File: src/rtl/sonic_eth_xgmii_pkg.sv
// Shared XGMII character codes, link fault status codes, forced-word
// constants and the fault responder state type.
package sonic_eth_xgmii_pkg;

    localparam logic [7:0] XGMII_IDLE  = 8'h07;
    localparam logic [7:0] XGMII_START = 8'hFB;
    localparam logic [7:0] XGMII_TERM  = 8'hFD;
    localparam logic [7:0] XGMII_SEQ   = 8'h9C;

    localparam logic [1:0] LF_OK     = 2'b00;
    localparam logic [1:0] LF_LOCAL  = 2'b01;
    localparam logic [1:0] LF_REMOTE = 2'b10;
    localparam logic [1:0] LF_RSVD   = 2'b11;

    // Remote Fault ordered set in both columns: Seq in lanes 0/4, 0x02 in lanes 3/7.
    localparam logic [63:0] RF_DATA   = {8'h02, 8'h00, 8'h00, XGMII_SEQ,
                                         8'h02, 8'h00, 8'h00, XGMII_SEQ};
    localparam logic [7:0]  RF_CTRL   = 8'h11;
    localparam logic [63:0] IDLE_DATA = {8{XGMII_IDLE}};
    localparam logic [7:0]  IDLE_CTRL = 8'hFF;

    typedef enum logic [1:0] {
        ST_PASS,
        ST_DRAIN,
        ST_FORCE,
        ST_FLUSH
    } lf_state_t;

endpackage

File: src/rtl/sonic_eth_lf_status_filter.sv
// Link fault status debounce.
// A status value is accepted as filt_status once STABLE_CYCLES consecutive
// valid beats carried it. Reserved code 11 and non-valid cycles leave the
// run length untouched.
// Ports:
//   clk, reset_n   clock, async active-low reset
//   status_data    raw 2-bit status from the RX link fault adapter
//   status_valid   beat qualifier
//   filt_status    debounced status
module sonic_eth_lf_status_filter
    import sonic_eth_xgmii_pkg::*;
#(
    parameter int STABLE_CYCLES = 4
) (
    input  logic       clk,
    input  logic       reset_n,
    input  logic [1:0] status_data,
    input  logic       status_valid,
    output logic [1:0] filt_status
);

    logic [1:0] last_status;
    logic [7:0] run_cnt;
    logic [7:0] run_cnt_n;
    logic       beat;

    assign beat = status_valid && (status_data != LF_RSVD);

    // The run length is capped at STABLE_CYCLES: beyond that only "still stable" matters.
    always_comb begin
        if (status_data == last_status && run_cnt != 8'd0)
            run_cnt_n = (run_cnt >= 8'(STABLE_CYCLES)) ? run_cnt : run_cnt + 8'd1;
        else
            run_cnt_n = 8'd1;
    end

    // NOTE: state registers use non-blocking assignments so every flop samples pre-edge values.
    always_ff @(posedge clk or negedge reset_n) begin
        if (!reset_n) begin
            last_status <= LF_OK;
            run_cnt     <= 8'd0;
            filt_status <= LF_OK;
        end else if (beat) begin
            last_status <= status_data;
            run_cnt     <= run_cnt_n;
            if (run_cnt_n >= 8'(STABLE_CYCLES))
                filt_status <= status_data;
        end
    end

endmodule

File: src/rtl/sonic_eth_10g_tx_link_fault_gen.sv
// TX Reconciliation Sublayer fault responder.
// Local fault -> Remote Fault ordered sets, remote fault -> Idle, no fault ->
// MAC traffic passes. Frames are never cut: an in-flight frame drains before
// forcing starts, and a frame cut by forcing is flushed to Idle before
// passthrough resumes. One register stage from xgmii_in to xgmii_out.
// Ports:
//   clk, reset_n                    clock, async active-low reset
//   lf_status_data/valid/ready      link fault status stream (ready tied 1)
//   xgmii_in_data/ctrl              MAC TX XGMII word (2 columns)
//   xgmii_out_data/ctrl             registered XGMII word to the PCS
//   fault_active                    output word is forced
//   frames_dropped                  saturating count of discarded frames
module sonic_eth_10g_tx_link_fault_gen
    import sonic_eth_xgmii_pkg::*;
#(
    parameter int STABLE_CYCLES = 4,
    parameter int CNT_W         = 32
) (
    input  logic             clk,
    input  logic             reset_n,
    input  logic [1:0]       lf_status_data,
    input  logic             lf_status_valid,
    output logic             lf_status_ready,
    input  logic [63:0]      xgmii_in_data,
    input  logic [7:0]       xgmii_in_ctrl,
    output logic [63:0]      xgmii_out_data,
    output logic [7:0]       xgmii_out_ctrl,
    output logic             fault_active,
    output logic [CNT_W-1:0] frames_dropped
);

    logic [1:0]       filt_status;
    lf_state_t        state, state_n;
    logic             in_frame;
    logic [7:0]       term;
    logic             start0, start4, term_any, term_lo, term_hi;
    logic             frame_open, late_start;
    logic [63:0]      out_data_n;
    logic [7:0]       out_ctrl_n;
    logic             forced;
    logic [1:0]       drop_inc;
    logic [CNT_W:0]   drop_sum;
    logic [CNT_W-1:0] frames_dropped_n;

    assign lf_status_ready = 1'b1;

    sonic_eth_lf_status_filter #(
        .STABLE_CYCLES (STABLE_CYCLES)
    ) u_status_filter (
        .clk          (clk),
        .reset_n      (reset_n),
        .status_data  (lf_status_data),
        .status_valid (lf_status_valid),
        .filt_status  (filt_status)
    );

    always_comb begin
        for (int l = 0; l < 8; l++)
            term[l] = xgmii_in_ctrl[l] && (xgmii_in_data[8*l +: 8] == XGMII_TERM);
    end

    assign start0   = xgmii_in_ctrl[0] && (xgmii_in_data[7:0]   == XGMII_START);
    assign start4   = xgmii_in_ctrl[4] && (xgmii_in_data[39:32] == XGMII_START);
    assign term_any = |term;
    assign term_lo  = |term[3:0];
    assign term_hi  = |term[7:5];

    // Frame state after this word, walking lanes in order: a lane-4 Start
    // opens a frame unless its own Terminate follows in lanes 5-7.
    assign frame_open = start4 ? !term_hi :
                        start0 ? !term_any :
                                 (in_frame && !term_any);
    // A new frame begins in the second column of a word that ended the previous one.
    assign late_start = start4 && term_lo;

    // NOTE: every output of this block gets a default first so no latch is inferred.
    always_comb begin
        state_n    = state;
        out_data_n = xgmii_in_data;
        out_ctrl_n = xgmii_in_ctrl;
        forced     = 1'b0;
        drop_inc   = 2'd0;
        case (state)
            ST_PASS: begin
                if (filt_status != LF_OK)
                    state_n = frame_open ? ST_DRAIN : ST_FORCE;
            end
            ST_DRAIN: begin
                if (late_start) begin
                    out_data_n[63:32] = {4{XGMII_IDLE}};
                    out_ctrl_n[7:4]   = 4'hF;
                    drop_inc          = 2'd1;
                end
                // Always pass through FORCE, even if the fault has already cleared.
                if (term_any)
                    state_n = ST_FORCE;
            end
            ST_FORCE: begin
                forced     = 1'b1;
                out_data_n = (filt_status == LF_LOCAL) ? RF_DATA : IDLE_DATA;
                out_ctrl_n = (filt_status == LF_LOCAL) ? RF_CTRL : IDLE_CTRL;
                drop_inc   = {1'b0, start0} + {1'b0, start4};
                if (filt_status == LF_OK)
                    state_n = frame_open ? ST_FLUSH : ST_PASS;
            end
            ST_FLUSH: begin
                forced     = 1'b1;
                out_data_n = IDLE_DATA;
                out_ctrl_n = IDLE_CTRL;
                if (late_start)
                    drop_inc = 2'd1;
                if (term_any)
                    state_n = ST_PASS;
            end
            default: state_n = ST_PASS;
        endcase
    end

    assign drop_sum         = {1'b0, frames_dropped} + (CNT_W+1)'(drop_inc);
    assign frames_dropped_n = drop_sum[CNT_W] ? {CNT_W{1'b1}} : drop_sum[CNT_W-1:0];

    always_ff @(posedge clk or negedge reset_n) begin
        if (!reset_n) begin
            state          <= ST_PASS;
            in_frame       <= 1'b0;
            xgmii_out_data <= IDLE_DATA;
            xgmii_out_ctrl <= IDLE_CTRL;
            fault_active   <= 1'b0;
            frames_dropped <= '0;
        end else begin
            state          <= state_n;
            in_frame       <= frame_open;
            xgmii_out_data <= out_data_n;
            xgmii_out_ctrl <= out_ctrl_n;
            fault_active   <= forced;
            frames_dropped <= frames_dropped_n;
        end
    end

endmodule
File: config.mk
export PLATFORM = sky130hd
export DESIGN_NAME = sonic_eth_10g_tx_link_fault_gen
export DESIGN_NICKNAME = d
export VERILOG_FILES = /design/src/rtl/sonic_eth_xgmii_pkg.sv /design/src/rtl/sonic_eth_lf_status_filter.sv /design/src/rtl/sonic_eth_10g_tx_link_fault_gen.sv
export SDC_FILE = /design/constraint.sdc
export NUM_CORES = 1
export LEC_CHECK = 0
export CORE_AREA = 2 2 109 111
export DETAILED_ROUTE_END_ITERATION = 8
export DIE_AREA = 0 0 111 113
export GPL_TIMING_DRIVEN = 0
export PLACE_DENSITY = 0.8
export SLEW_MARGIN = 30
export SYNTH_ARGS = -nofsm -noshare
export SYNTH_HDL_FRONTEND = slang
export SYNTH_SLANG_ARGS = --single-unit
export TNS_END_PERCENT = 1
File: constraint.sdc
create_clock -name clk -period 3.6 [get_ports clk]
set_input_delay 0.72 -clock clk [delete_from_list [all_inputs] [get_ports clk]]
set_output_delay 0.72 -clock clk [all_outputs]
set_load 0.02 [all_outputs]
==> impl_metrics.env, run 1 <==
export IMPL_place_ws_ns=-0.8864
export IMPL_grt_overflow=0
export IMPL_worst_endpoint_required_ns=3.93
export IMPL_grt_start_max_net_pins=86
export IMPL_cts_buffers=17
export IMPL_worstRegToRegCells=12
export IMPL_rows=39
export IMPL_hpwl_um=10030
export IMPL_critPathLaunchType="input port"
export IMPL_synth_most_common_cell="dfrtp_1"
export IMPL_worst_slack_ns=0.1031
export IMPL_path_max_fanout=8
export IMPL_grt_pass1_vias=4350
export IMPL_intPower_mw=3.645
export IMPL_first_pass_iters=5
export IMPL_clk_pin_slew_ns=0.05
export IMPL_cp_arrival_ns=3.83
export IMPL_synthDistinctLibCells=55
export IMPL_syn_num_nets=537
export IMPL_netSwitchingFraction=0.3049
export IMPL_die_x_um=111
export IMPL_pwr_share_comb=0.331
export IMPL_die_area_mm2=0.01254
export IMPL_place_inst=779
export IMPL_io_buffers=181
export IMPL_core_mm2=0.01127
export IMPL_fin_util=0.6980
export IMPL_crit_path_end_kind="flop"
export IMPL_ant_nets=0
export IMPL_diodes=0
export IMPL_skew_ns=0.007846
export IMPL_drive_gt1_frac=0.1584
export IMPL_htreeDepth=4
export IMPL_via_count=4264
export IMPL_synth_top_cell_area_share=0.4363
export IMPL_max_freq_mhz=286.0
export IMPL_die_h_um=113
export IMPL_gp_congestion=0.8177
export IMPL_cts_root_buf="clkbuf_16"
export IMPL_status="completed"
export IMPL_avgSynthCellArea_um2=11.12
export IMPL_maxCapViolCount=0
export IMPL_yosys_area_top_type="dfrtp_1"
export IMPL_synthToLayoutAreaGrowth_pct=55.88
export IMPL_synth_cells=454
export IMPL_gr_usage_all_layers=0.2171
export IMPL_yosys_top_cells_area="dfrtp_1, dfstp_2, nor2b_1"
export IMPL_pwr_share_seq=0.358
export IMPL_clock_latency_ns=0.40
export IMPL_worstMarginPinSlew_ns=0.6137
export IMPL_async_flop_share=1.000
export IMPL_hold_buffers=0
export IMPL_cts_sinks=120
export IMPL_slew_viol_final=0
export IMPL_io_pins=183
export IMPL_slew_headroom=0.5893
export IMPL_ys_seq_area_frac=0.6029
export IMPL_antenna_found_initial=0
export IMPL_clock_path_buffers=2
export IMPL_period_share=0.9713
export IMPL_first_iter_violations=222
export IMPL_p_sw_mw=1.599
export IMPL_pwr_share_clk=0.311
export IMPL_p_leak_nw=3.601
export IMPL_synth_ff_type="dfrtp_1"
export IMPL_viasPerCell=5.168
export IMPL_nets=752
export IMPL_finalNonFillerCells=825
export IMPL_grt_pass1_wl_um=21480
export IMPL_fin_crit_ns=3.497
export IMPL_cts_tree="done"
export IMPL_crit_type="in -> reg"
export IMPL_hold_path_class="in -> async"
export IMPL_finalHoldViolations=0
export IMPL_wl_per_cell_um=16.82
export IMPL_vdd_drop_max_uv=488.5
export IMPL_synth_edf_count=0
export IMPL_yosys_warnings=0
export IMPL_finalSetupViolCount=0
export IMPL_start_util=0.4478
export IMPL_wl_um=13880
export IMPL_synth_common_cells="dfrtp_1, nand2_1, nor2_1"
export IMPL_drc=0
export IMPL_syn_area_mm2=0.005047
export IMPL_synth_seq_cells=120
export IMPL_power_density_mw_per_mm2=666.5
==> cell usage in the layout, fill, tap and decap left out, drive strengths merged, types with 9 or more instances in the layout <==
master / instances
buf: 23
dfstp: 32
nand3: 18
nand2: 50
a21o: 15
dfrtp: 88
a21oi: 9
xnor2: 13
and3: 11
clkdlybuf4s50: 176
nor2b: 29
clkbuf: 33
o21ai: 9
a31oi: 9
nand4: 11
and2: 21
inv: 10
nor2: 43
xor2: 9
==> registers in the layout, indices dropped and copies added (netlist names), 2 cells and up <==
register	cells
xgmii_out_data	64
xgmii_out_ctrl	8
u_status_filter.last_status	2
u_status_filter.filt_status	2
frames_dropped	32
state	2
u_status_filter.run_cnt	8
==> power groups by stage <==
stage / clock (mW) / combinational (mW) / sequential, mW
CTS: 1.66 / 1.75 / 1.88
global route: 1.72 / 1.85 / 1.91
detailed placement: 0 / 1.74 / 1.90
global placement: 0 / 1.70 / 1.89
floorplan: 0 / 0.505 / 2.27
finish: 1.63 / 1.74 / 1.88
==> cell type report <==
class	instances	area [µm²]
plain buffers	16	113.9
clock buffers	24	481.7
clock inverters	8	95.09
fillers	848	3405
inverters	10	40.04
multi-input cells	308	1921
flip-flops and latches	120	3043
well taps	143	178.9
repair buffers	196	1994
==> worst max-delay path: stages <==
cell and delay, ns:
clkdlybuf4s50_1 0.48, nand3_1 0.11, or4_4 0.47, inv_4 0.09
nand2_2 0.07, nor2_4 0.13, a21o_1 0.10, ha_2 0.16
inv_1 0.06, fa_2 0.41, nor2b_4 0.18, and2_4 0.18
and4_4 0.28, nand2_8 0.11, clkbuf_16 0.18, nand2_1 0.09
==> worst paths after layout <==
check	startpoint	endpoint	slack, ns
min reg2reg	u_status_filter.run_cnt[2]	u_status_filter.run_cnt[2]	0.49
min	reset_n	frames_dropped[12]	0.18
max reg2reg	state[1]	frames_dropped[4]	0.72
max in group asynchronous	reset_n	xgmii_out_data[25]	2.70
min in group clk	u_status_filter.run_cnt[2]	u_status_filter.run_cnt[2]	0.49
max	xgmii_in_data[37]	frames_dropped[4]	0.10
==> cells by family after synthesis <==
group,count (synthesis),synth area share
buffers and inverters,26,0.02603
flip-flops,120,0.6029
adder cells (fa/ha/maj),6,0.01636
other,1,0.0007430
XOR/XNOR,22,0.03818
AO/OA/AOI/OAI,50,0.06420
multiplexers,2,0.004462
AND/OR/NAND/NOR,227,0.2472
==> repair_timing <==
action	CTS	global route
setup buffers	1	11
resized for setup	12	12
setup endpoints to repair	31	32
cloned	0	2
pin swaps	2	6
==> per-stage QoR <==
step	hold WS (ns)	power [mW]	cell area [µm²]	TNS [ns]
after floorplan	0.4244	2.771	5047	0
after detailed placement	0.4866	3.639	7071	-24.63
after global routing	0.1898	5.481	7868	-0.01879
after global placement	0.4749	3.583	7038	-293.62
final	0.1806	5.243	7868	0
after CTS	0.1790	5.291	7690	0
==> layer usage <==
metal | wire [µm] | global-route usage
met5 | 0 | 0
met3 | 962 | 0.06213
met4 | 227 | 0.06833
met2 | 7220 | 0.3922
met1 | 5465 | 0.2508
Note: power is estimated with default switching activity, not from simulation.
==> run 2: changes to the inputs <==
- TNS_END_PERCENT: 1 -> default
==> run 2 against run 1 <==
Effect of this change: clock skew decreased by 0.00089 ns; utilization decreased by 0.21 points; clock power about the same; setup slack improved by 0.0040 ns; critical path type unchanged.
==> impl_metrics.env, run 2 (synthesis gave the netlist of run 1 again) <==
export IMPL_status="completed"
export IMPL_cp_arrival_ns=3.82
export IMPL_cts_root_buf="clkbuf_16"
export IMPL_die_area_mm2=0.01254
export IMPL_crit_type="in -> reg"
export IMPL_grt_busiest_layer="met2"
export IMPL_finalSetupViolCount=0
export IMPL_io_buffers=181
export IMPL_cts_sinks=120
export IMPL_grtUsageMet3=0.06213
export IMPL_io_pins=183
export IMPL_finalNonFillerCells=821
export IMPL_crit_buf_inv=3
export IMPL_place_ws_ns=-0.8864
export IMPL_antenna_found_initial=0
export IMPL_final_cell_mix="clkdlybuf4s50_1, dfrtp_1, nand2_1"
export IMPL_grt_pass1_wl_um=21530
export IMPL_maxCapViolCount=0
export IMPL_use_met1=0.2512
export IMPL_synthToLayoutAreaGrowth_pct=55.40
export IMPL_fin_crit_ns=3.493
export IMPL_clock_path_buffers=2
export IMPL_regMostFlops="xgmii_out_data"
export IMPL_ant_nets=0
export IMPL_use_met2=0.3935
export IMPL_place_inst=779
export IMPL_netSwitchingFraction=0.3052
export IMPL_htreeDepth=4
export IMPL_p_sw_mw=1.601
export IMPL_cts_buffers=17
export IMPL_reg_largest_list="xgmii_out_data x64, frames_dropped x32"
export IMPL_cts_tree="done"
export IMPL_hold_path_class="in -> async"
export IMPL_p_leak_nw=3.582
export IMPL_first_iter_violations=228
export IMPL_path_cells="clkdlybuf4s50_1 -> nand4_1 -> nor4_1 -> nor4_2 -> nor2_4 -> a21o_1 -> ha_2 -> inv_1 -> fa_2 -> nor2b_4 -> and2_4 -> and4_4 -> nand2_8 -> clkbuf_16 -> nand2_1"
export IMPL_rows=39
export IMPL_grt_overflow=0
export IMPL_nets=748
export IMPL_hpwl_um=10030
export IMPL_diodes=0
export IMPL_power_density_mw_per_mm2=668.8
export IMPL_worst_slack_ns=0.1071
export IMPL_pwr_share_comb=0.331
export IMPL_clock_latency_ns=0.40
export IMPL_slew_headroom=0.5724
export IMPL_grt_start_max_net_pins=86
export IMPL_grt_pass1_vias=4358
export IMPL_wl_per_cell_um=16.91
export IMPL_intPower_mw=3.645
export IMPL_drc=0
export IMPL_worst_endpoint_required_ns=3.93
export IMPL_crit_path_end_kind="flop"
export IMPL_slew_viol_final=0
export IMPL_pwr_share_seq=0.358
export IMPL_critPathLaunchType="input port"
export IMPL_pwr_share_clk=0.311
export IMPL_via_count=4252
export IMPL_largest_reg_flops=64
export IMPL_start_util=0.4478
export IMPL_max_freq_mhz=286.3
export IMPL_viasPerCell=5.179
export IMPL_die_x_um=111
export IMPL_clk_pin_slew_ns=0.05
export IMPL_drive_gt1_frac=0.1549
export IMPL_core_mm2=0.01127
export IMPL_path_max_fanout=8
export IMPL_gp_congestion=0.8177
export IMPL_vdd_drop_max_uv=484.4
export IMPL_period_share=0.9702
export IMPL_first_pass_iters=5
export IMPL_worstMarginPinSlew_ns=0.6391
export IMPL_gr_usage_all_layers=0.2175
export IMPL_final_common_cell="clkdlybuf4s50_1"
export IMPL_critPathTopFamily="simple AND/OR/NAND/NOR gates"
export IMPL_die_h_um=113
export IMPL_cp_slowest_cell="clkdlybuf4s50_1"
export IMPL_skew_ns=0.006958
export IMPL_crit_path_max_incr_delay_ns=0.51
export IMPL_wl_um=13890
export IMPL_finalHoldViolations=0
==> run 2: cell types whose count changed in the layout (fill, tap and decap cells not counted), sizes merged <==
| cell | change |
|---|---|
| buf | -4 |
==> run 2: through the flow <==
step                hold WS [ns]  power, mW  utilization  TNS (ns)  instance area, µm²
CTS                       0.1790      5.291       0.6821         0                7689
floorplan                 0.4244      2.771            -         0                5047
global placement          0.4749      3.583       0.6244   -293.62                7038
global route              0.1899      5.483       0.6959  -0.03207                7844
detailed placement        0.4866      3.639       0.6273    -24.63                7071
finish                    0.1814      5.246       0.6959         0                7844
==> run 2: power groups by stage <==
stage                     clock network [mW]  registers [mW]  logic [mW]
after floorplan                            0            2.27       0.505
after global placement                     0            1.89        1.70
after detailed placement                   0            1.90        1.74
after CTS                               1.66            1.88        1.75
after global routing                    1.72            1.91        1.85
final                                   1.63            1.88        1.74
==> run 2: what timing repair did <==
action,in CTS,in global routing
gates cloned,0,2
setup endpoints to repair,31,31
gates resized for setup,10,15
pin swaps,1,7
setup buffers,2,6
hold buffers,0,0
==> run 2: final timing paths <==
path                                            start                    endpoint  slack [ns]  cells past startpoint
max                                 xgmii_in_data[22]           frames_dropped[4]        0.11                     15
min                                           reset_n          frames_dropped[12]        0.18                      1
max reg2reg                                  state[1]           frames_dropped[4]        0.72                     12
min reg2reg                u_status_filter.run_cnt[2]  u_status_filter.run_cnt[2]        0.49                      2
max in group asynchronous                     reset_n          xgmii_out_data[25]        2.70                      2
min in group clk           u_status_filter.run_cnt[2]  u_status_filter.run_cnt[2]        0.49                      2
==> run 2: worst register-to-register path: stages, from the launching register on <==
cell and delay, ns:
dfrtp_1 0.41, clkbuf_1 0.36, nor2b_1 0.22, a21o_1 0.15, ha_2 0.17, inv_1 0.06
fa_2 0.41, nor2b_4 0.18, and2_4 0.19, and4_4 0.30, nand2_8 0.11, clkbuf_16 0.18
nand2_1 0.08
==> run 2: per-layer routing <==
layer / part of all wire / vias to the layer above
li1: - / 1968
met1: 0.40 / 2109
met2: 0.52 / 161
met3: 0.069 / 14
met4: 0.012 / 0
met5: 0 / -
==> run 2: area by class of cell <==
cell class,count,area (µm²)
fill,851,3428
sequential,120,3043
timing repair buffer,192,1964
multi-input combinational,308,1927
clock buffer,24,481.7
tap,143,178.9
buffer,16,113.9
clock inverter,8,95.09
inverter,10,40.04
==> run 3: changes to the inputs <==
- CORE_AREA: 2 2 109 111 -> 2 2 98 124
- DIE_AREA: 0 0 111 113 -> 0 0 100 126
- PLACE_DENSITY: 0.8 -> 0.79
- TNS_END_PERCENT: default -> 5
==> run 3 against run 2 <==
Effect of this change: register-to-register slack better by 0.08 ns; clock power is 9% higher; sequential share of layout area is 0.38 points higher; utilization is 1.8 points lower; sequential cell count stayed put; critical endpoint is now frames_dropped[5].
==> impl_metrics.env, run 3 (synthesis gave the netlist of run 1 again) <==
export IMPL_skew_ns=0.008283
export IMPL_diodes=0
export IMPL_final_common_cell="clkdlybuf4s50_1"
export IMPL_hold_slack_ns=0.2272
export IMPL_rsz0062_at_grt="false"
export IMPL_cts_buffers=17
export IMPL_ant_nets=0
export IMPL_finalNonFillerCells=809
export IMPL_hpwl_um=10080
export IMPL_largest_reg_flops=64
export IMPL_via_count=4228
export IMPL_fin_total_pwr_mw=5.375
export IMPL_clk_pin_slew_ns=0.05
export IMPL_crit_type="in -> reg"
export IMPL_path_max_fanout=10
export IMPL_grt_overflow=0
export IMPL_fin_crit_ns=3.494
export IMPL_cp_slowest_cell="or4_4"
export IMPL_power_density_mw_per_mm2=692.0
export IMPL_clock_path_buffers=2
export IMPL_grt_start_max_net_pins=62
export IMPL_htreeDepth=4
export IMPL_timing_rr_start="state[1]"
export IMPL_first_iter_violations=189
export IMPL_worstMarginPinSlew_ns=0.5568
export IMPL_cp_arrival_ns=3.83
export IMPL_worstRegToRegCells=12
export IMPL_cts_tree="done"
export IMPL_status="completed"
export IMPL_nFillCells=857
export IMPL_hold_path_class="in -> async"
export IMPL_rrSetupSlack_ns=0.80
export IMPL_die_h_um=126
export IMPL_wl_per_cell_um=17.13
export IMPL_antenna_found_initial=0
export IMPL_fin_tns_setup_ns=0
export IMPL_place_inst=774
export IMPL_first_pass_iters=4
export IMPL_maxCapViolCount=0
export IMPL_finalSetupViolCount=0
export IMPL_slew_viol_final=0
export IMPL_gr_usage_all_layers=0.2263
export IMPL_crit_path_max_incr_delay_ns=0.55
export IMPL_start_util=0.4408
export IMPL_drc=0
export IMPL_io_pins=183
export IMPL_die_x_um=100
export IMPL_hold_buffers=0
export IMPL_core_mm2=0.01145
export IMPL_synthToLayoutAreaGrowth_pct=53.89
export IMPL_die_area_mm2=0.01260
export IMPL_clock_latency_ns=0.41
export IMPL_grt_pass1_wl_um=22120
export IMPL_nets=741
export IMPL_wl_um=13860
export IMPL_drive_gt1_frac=0.1490
export IMPL_crit_buf_inv=4
export IMPL_regMostFlops="xgmii_out_data"
export IMPL_viasPerCell=5.226
export IMPL_final_cell_mix="clkdlybuf4s50_1, dfrtp_1, nand2_1"
export IMPL_reg_largest_list="xgmii_out_data x64, frames_dropped x32"
export IMPL_path_cells="clkdlybuf4s50_1 -> nand3_1 -> or4_4 -> inv_4 -> nand2_2 -> nor2_4 -> a21o_1 -> ha_1 -> inv_1 -> fa_2 -> nor2b_4 -> and2_4 -> and4_4 -> nand2_4 -> buf_6 -> o21ai_1"
export IMPL_p_leak_nw=3.514
export IMPL_period_share=0.9707
export IMPL_startpoint="xgmii_in_data[35]"
export IMPL_critPathLaunchType="input port"
export IMPL_max_freq_mhz=286.2
export IMPL_crit_path_end_kind="flop"
export IMPL_r2r_end="frames_dropped[5]"
export IMPL_vdd_drop_max_uv=379.3
export IMPL_slew_headroom=0.6274
export IMPL_grt_pass1_vias=4483
export IMPL_finalHoldViolations=0
export IMPL_cts_sinks=120
export IMPL_worst_endpoint_required_ns=3.93
export IMPL_io_buffers=181
export IMPL_critPathTopFamily="simple AND/OR/NAND/NOR gates"
export IMPL_cts_root_buf="clkbuf_16"
export IMPL_gp_congestion=0.8177
export IMPL_fin_util=0.6783
export IMPL_rows=44
run 3: cell count changes in the layout (fill, tap and decap cells not counted), moves of 2 or more:
cell,delta
clkdlybuf4s50_1,+4
clkbuf_1,-3
clkinvlp_4,+4
buf_8,-2
buf_4,-5
buf_6,+2
clkinv_2,-2
dlymetal6s2s_1,-4
run 3: final cells by class:
| type | count | area (µm²) | share of cell area |
|---|---|---|---|
| clock buffer | 21 | 481.7 | 0.06202 |
| sequential | 120 | 3043 | 0.3918 |
| multi-input combinational | 308 | 1912 | 0.2461 |
| tap | 138 | 172.7 | 0.02223 |
| buffer | 16 | 106.4 | 0.01369 |
| timing repair buffer | 185 | 1867 | 0.2403 |
| clock inverter | 11 | 145.1 | 0.01869 |
| inverter | 10 | 40.04 | 0.005155 |
run 3: routing by layer:
layer / GRT usage / part of all wire / vias up
met5: 0 / 0 / -
met4: 0.1289 / 0.038 / 0
met3: 0.05938 / 0.061 / 39
met2: 0.3863 / 0.53 / 173
met1: 0.2539 / 0.37 / 2070
li1: - / - / 1946
run 3: metrics by stage:
step                worst slack [ns]  cell area, µm²
finish                        0.1057            7767
global route                0.007332            7767
CTS                          0.03191            7730
detailed placement           -0.8576            7064
global placement              -2.596            7032
floorplan                     0.2099            5047
run 3: power by group:
part / internal [mW] / total, mW / switching (mW) / leakage, nW
clock network: 1.16 / 1.77 / 0.603 / 0.288
logic: 0.812 / 1.74 / 0.925 / 1.72
registers: 1.76 / 1.87 / 0.108 / 1.51
total: 3.74 / 5.38 / 1.64 / 3.51
run 3: what timing repair did:
item | 4_1_cts | 5_1_grt
hold endpoints to repair | 0 | 0
setup endpoints to repair | 28 | 30
gates resized for setup | 9 | 9
pin swaps | 0 | 2
setup buffers | 2 | 1
run 3: worst max path at each step:
stage               slack, ns                  to  cells after the start
global route            0.007  frames_dropped[31]                     13
global placement        -2.60  frames_dropped[12]                      1
detailed placement      -0.86   frames_dropped[5]                     16
floorplan                0.21   frames_dropped[5]                     15
CTS                      0.03   frames_dropped[5]                     16
finish                   0.11   frames_dropped[5]                     16
run 3: worst register-to-register path, cell delays in order (launching register included):
cell,delay (ns)
dfrtp_1,0.41
clkbuf_1,0.38
nor2b_1,0.23
a21o_1,0.15
ha_1,0.17
inv_1,0.06
fa_2,0.37
nor2b_4,0.14
and2_4,0.18
and4_4,0.29
nand2_4,0.10
buf_6,0.16
o21ai_1,0.07
